[config.mk]
export PLATFORM = sky130hd
export DESIGN_NAME = nes_pad_scanner
export DESIGN_NICKNAME = d
export VERILOG_FILES = /design/src/rtl/nes_pad_scanner.sv
export SDC_FILE = /design/constraint.sdc
export NUM_CORES = 1
export LEC_CHECK = 0
export ABC_AREA = 0
export BUFFER_PORTS_ARGS = -buffer_cell sky130_fd_sc_hd__clkbuf_2
export CAP_MARGIN = 20
export CORE_ASPECT_RATIO = 0.5
export CORE_MARGIN = 2
export CORE_UTILIZATION = 58
export CTS_CLUSTER_SIZE = 25
export DETAILED_ROUTE_END_ITERATION = 8
export PLACE_DENSITY_LB_ADDON = 0.12
export SYNTH_ARGS = -nofsm -noshare
export SYNTH_HDL_FRONTEND = slang
export SYNTH_SLANG_ARGS = --single-unit
export TNS_END_PERCENT = 100
[constraint.sdc]
create_clock -name CLK -period 2.68 [get_ports CLK]
set_input_delay 0.134 -clock CLK [delete_from_list [all_inputs] [get_ports CLK]]
set_output_delay 0.134 -clock CLK [all_outputs]
set_load 0.01 [all_outputs]
[src/rtl/nes_pad_scanner.sv]
// Multi-channel NES/SNES pad scanner: one internal timebase drives SRL/SRCLK and all pads are captured in parallel.
// Optional automatic polling is built when NES_AUTOPOLL_EN is defined.

module nes_pad_lane #(
  parameter int BITS = 8
) (
  input  logic            CLK,
  input  logic            reset_n,
  input  logic            d,
  input  logic            sample,
  input  logic            load,
  output logic [BITS-1:0] q
);
  logic [1:0]      sync;
  logic [BITS-1:0] sr, sr_n;

  // Bits enter at the MSB and move toward the LSB, so the first bit sampled ends in bit 0.
  always_comb begin
    sr_n = sr;
    if (sample) begin
      sr_n = sr >> 1;
      sr_n[BITS-1] = ~sync[1];
    end
  end

  always_ff @(posedge CLK or negedge reset_n) begin
    if (!reset_n) begin
      sync <= '0;
      sr   <= '0;
      q    <= '0;
    end else begin
      sync <= {sync[0], d};
      sr   <= sr_n;
      if (load) q <= sr_n;
    end
  end
endmodule

module nes_pad_scanner #(
  parameter int CHANNELS = 2,
  parameter int BITS     = 8,
  parameter int HALF_DIV = 300,
  parameter int POLL_DIV = 833333
) (
  input  logic                     CLK,
  input  logic                     reset_n,
  input  logic                     en,
  input  logic                     start,
  input  logic [CHANNELS-1:0]      D,
  output logic                     SRL,
  output logic                     SRCLK,
  output logic [CHANNELS*BITS-1:0] buttons,
  output logic                     valid,
  output logic                     busy
);
  localparam int TW = (HALF_DIV > 1) ? $clog2(HALF_DIV) : 1;
  localparam int BW = $clog2(BITS + 1);

  typedef enum logic [2:0] {IDLE, LATCH, CLK_HI, CLK_LO, DONE} state_t;

  state_t                        state, state_n;
  logic [TW-1:0]                 tick, tick_n;
  logic [BW-1:0]                 bitc, bitc_n;
  logic                          sample, load, tick_end, poll_trig;
  logic [CHANNELS-1:0][BITS-1:0] btn;

`ifdef NES_AUTOPOLL_EN
  localparam int PW = (POLL_DIV > 1) ? $clog2(POLL_DIV) : 1;
  logic [PW-1:0] poll_cnt;

  assign poll_trig = en && (poll_cnt == PW'(POLL_DIV - 1));

  always_ff @(posedge CLK or negedge reset_n) begin
    if (!reset_n)  poll_cnt <= '0;
    else if (en)   poll_cnt <= poll_trig ? '0 : poll_cnt + 1'b1;
  end
`else
  assign poll_trig = 1'b0;
`endif

  assign tick_end = (tick == TW'(HALF_DIV - 1));

  always_comb begin
    state_n = state;
    tick_n  = tick;
    bitc_n  = bitc;
    sample  = 1'b0;
    load    = 1'b0;
    if (en) begin
      tick_n = tick_end ? '0 : tick + 1'b1;
      case (state)
        IDLE: begin
          tick_n = '0;
          if (start || poll_trig) begin
            state_n = LATCH;
            bitc_n  = '0;
          end
        end
        // LATCH spans two ticks; bitc counts them before it starts counting sampled bits.
        LATCH: if (tick_end) begin
          if (bitc == '0) bitc_n = BW'(1);
          else begin
            sample  = 1'b1;
            bitc_n  = BW'(1);
            state_n = (BITS > 1) ? CLK_HI : DONE;
          end
        end
        CLK_HI: if (tick_end) begin
          sample  = 1'b1;
          bitc_n  = bitc + 1'b1;
          state_n = CLK_LO;
        end
        CLK_LO: if (tick_end) state_n = (bitc < BW'(BITS)) ? CLK_HI : DONE;
        DONE: begin
          tick_n  = '0;
          state_n = IDLE;
        end
        default: state_n = IDLE;
      endcase
      load = (state_n == DONE) && (state != DONE);
    end
  end

  always_ff @(posedge CLK or negedge reset_n) begin
    if (!reset_n) begin
      state <= IDLE;
      tick  <= '0;
      bitc  <= '0;
      SRL   <= 1'b0;
      SRCLK <= 1'b0;
      valid <= 1'b0;
      busy  <= 1'b0;
    end else begin
      state <= state_n;
      tick  <= tick_n;
      bitc  <= bitc_n;
      SRL   <= (state_n == LATCH);
      SRCLK <= (state_n == CLK_HI);
      valid <= load;
      busy  <= (state_n != IDLE);
    end
  end

  for (genvar c = 0; c < CHANNELS; c++) begin : g_lane
    nes_pad_lane #(.BITS(BITS)) u_lane (
      .CLK    (CLK),
      .reset_n(reset_n),
      .d      (D[c]),
      .sample (sample),
      .load   (load),
      .q      (btn[c])
    );
  end

  assign buttons = btn;
endmodule

==> results.sh <==
export IMPL_relSlewSlack=0.698
export IMPL_critPathMostFrequentCell="mux2_2"
export IMPL_synth_area_sq_um=2490
export IMPL_dieArea_sq_um=4860
export IMPL_drtAntennaViolNets=0
export IMPL_fin_crit_sh=0.861
export IMPL_worst_slack_ns=0.371
export IMPL_maxCapViolations=0
export IMPL_syn_instance_count=197
export IMPL_required_ns=2.89
export IMPL_yosys_register_bits=56
export IMPL_final_common_cell="dfrtp_1"
export IMPL_cp_data_arrival_time_ns=2.52
export IMPL_grt_pass1_vias=1514
export IMPL_setup_viol=0
export IMPL_final_cell_mix="dfrtp_1 (56), clkbuf_2 (25), nor2_1 (20)"
export IMPL_drive_gt1_frac=0.303
export IMPL_final_hold_viol_count=0
export IMPL_yosys_mux_area_fraction=0.149
export IMPL_cts_root_buf="clkbuf_8"
export IMPL_clkTransAtPathRegs_ns=0.10
export IMPL_routedWlPerCell_um=15.0
export IMPL_h_tree_depth=2
export IMPL_crit_type="reg -> reg"
export IMPL_fp_dieW_um=96.6
export IMPL_cts_path_max_buffers=2
export IMPL_cp_start_kind="flip-flop"
export IMPL_critPathMaxFanout=18
export IMPL_grt_max_degree=42
export IMPL_drtIter0Drc=33
export IMPL_cts_tree="yes"
export IMPL_slowest_delay_ns=0.53
export IMPL_start_util=0.621
export IMPL_p_leak_nw=1.37
export IMPL_synth_nets=206
export IMPL_first_pass_iters=4
export IMPL_areaGrowthSynthToFinish_pct=13.8
export IMPL_die_height_um=50.3
export IMPL_vias=1569
export IMPL_skew_ns=0.0135
export IMPL_dp_hpwl_mm=3.06
export IMPL_r2r_start="state[1]$_DFF_PN0_"
export IMPL_totalNegativeSetupSlack_ns=0
export IMPL_io_pins=26
export IMPL_worstMarginPinSlew_ns=0.442
export IMPL_grt_total_usage=0.195
export IMPL_crit_path_start="state[1]$_DFF_PN0_"
export IMPL_gp_congestion=0.877
export IMPL_ir_worst_vdd_uv=391
export IMPL_cts_sinks=56
export IMPL_rsz0062_at_grt="false"
export IMPL_core_area_sq_um=4000
export IMPL_end_kind="flip-flop"
export IMPL_min_path_type="in -> async"
export IMPL_multi_input_area_sq_um=975
export IMPL_gr_total_overflow=0
export IMPL_path_cells="nand2b_1, a211oi_1, o21a_1, buf_12, mux2_2, mux2_2"
export IMPL_route_detailed_drc=0
export IMPL_clock_latency_ns=0.31
export IMPL_syn_avg_cell_area_sq_um=12.6
export IMPL_numCtsBuffers=5
export IMPL_total_power_mw=1.65
export IMPL_antennaDiodeCount=0
export IMPL_synth_fa_ha_area_frac=0.0151
export IMPL_outcome="finished clean"
export IMPL_antenna_found_initial=0
export IMPL_wl_mm=4.27
export IMPL_ys_seq_area_frac=0.563
export IMPL_critPathSlowestCell="dfrtp_1"
export IMPL_fin_crit_ns=2.31
export IMPL_yosysUniqueCellTypes=42
export IMPL_drv_slew=0
export IMPL_synth_compound_area_frac=0.0860
export IMPL_seq_area_sq_um=1400
export IMPL_synth_xor_xnor_area_share=0.0246
export IMPL_synth_simple_area_share=0.117
export IMPL_num_rows=16
export IMPL_nets=239
export IMPL_port_buffers=25
export IMPL_dpl_worst_slack_ns=0.403
export IMPL_power_density_nw_per_um2=584
export IMPL_drt_vias_per_instance=5.51
export IMPL_synth_top_family_by_area="multiplexers"
export IMPL_synth_warnings=0
export IMPL_nFillCells=279
export IMPL_grt_first_pass_wirelength_mm=7.38
export IMPL_clock_fmax_ghz=0.433
-- layer usage --
metal,share of wire,global-route usage
met1,0.49,0.266
met4,0.0094,0.0563
met3,0.036,0.0543
met5,0,0
met2,0.46,0.310
-- flip-flops by register name, summed over array words and instances, names as in the netlist --
signal,cells
busy,1
g_lane.u_lane.q,16
valid,1
SRL,1
g_lane.u_lane.sync,4
state,3
SRCLK,1
tick,9
g_lane.u_lane.sr,16
bitc,4
-- final cells by class --
cell class,instances,area share
clock inverters,2,0.0137
inverters,10,0.0133
repair buffers,34,0.0840
well taps,54,0.0239
flip-flops and latches,56,0.495
multi-input cells,123,0.344
clock buffers,6,0.0256
-- synthesized netlist by cell type, drive strengths merged --
| cell | count | area share |
|---|---|---|
| dfrtp | 56 | 0.56 |
| xor2 | 3 | 0.011 |
| o211ai | 2 | 0.0060 |
| a221o | 1 | 0.0040 |
| nand4bb | 2 | 0.0091 |
| nand2b | 4 | 0.013 |
| nor4bb | 1 | 0.0040 |
| ha | 3 | 0.015 |
| or4 | 1 | 0.0030 |
| nand2 | 7 | 0.011 |
| nand3 | 4 | 0.0080 |
| xnor2 | 4 | 0.014 |
| o2111ai | 1 | 0.0035 |
| a211o | 1 | 0.0035 |
| nor2b | 2 | 0.0050 |
| o311a | 2 | 0.0080 |
| o21ai | 10 | 0.020 |
| clkbuf | 1 | 0.0015 |
| and3 | 2 | 0.0050 |
| nor3 | 2 | 0.0060 |
| o21a | 1 | 0.0030 |
| a31oi | 1 | 0.0025 |
| and2 | 4 | 0.010 |
| o311ai | 1 | 0.0035 |
| a2111oi | 1 | 0.0035 |
| nand4 | 3 | 0.010 |
| inv | 9 | 0.014 |
| mux2 | 29 | 0.15 |
| clkinv | 1 | 0.0015 |
| buf | 7 | 0.028 |
| a211oi | 4 | 0.012 |
| nor4 | 1 | 0.0025 |
| o31ai | 3 | 0.0091 |
| a22oi | 1 | 0.0030 |
| a21oi | 2 | 0.0040 |
| nor2 | 20 | 0.030 |
-- through the flow --
step | instance area (sq um) | util | std cells | hold WS, ns
floorplan | 2490 | - | 197 | -0.162
global placement | 2670 | 0.667 | 273 | 0.243
detailed placement | 2670 | 0.667 | 273 | 0.249
CTS | 2810 | 0.702 | 284 | 0.221
global route | 2830 | 0.707 | 285 | 0.237
finish | 2830 | 0.707 | 285 | 0.226
-- cell families after synthesis --
group | after synthesis
flops | 56
mux | 29
fa+ha+maj | 3
xor+xnor | 7
simple gates | 53
compound gates | 31
buf+inv | 18
-- final timing paths --
kind	endpoint	slack (ns)	depth (start not counted)
max	g_lane[1].u_lane.q[5]$_DFFE_PN0P_	0.37	6
min	g_lane[1].u_lane.sr[5]$_DFF_PN0_	0.23	2
max reg2reg	g_lane[1].u_lane.q[5]$_DFFE_PN0P_	0.37	6
min reg2reg	g_lane[1].u_lane.sync[1]$_DFF_PN0_	0.35	0
max in group asynchronous	tick[3]$_DFFE_PN0P_	1.76	4
min in group CLK	SRCLK$_DFF_PN0_	0.23	3
-- power breakdown --
part	internal [mW]	total (mW)	switching, mW
logic	0.0662	0.147	0.0805
registers	0.895	0.950	0.0545
clock network	0.283	0.556	0.273
-- timing repair --
item	CTS	global route
buffers inserted	0	0
hold buffers	3	0
endpoints found under the hold margin	41	0
gates resized for setup	0	0
-- worst max-delay path, delay by kind of cell (launching register included) --
family / cells / cell delay (ns)
mux: 2 / 0.62
compound gates: 2 / 0.64
simple gates: 1 / 0.25
buf+inv: 1 / 0.17
flops: 1 / 0.53
(Power assumes the default switching activity.)
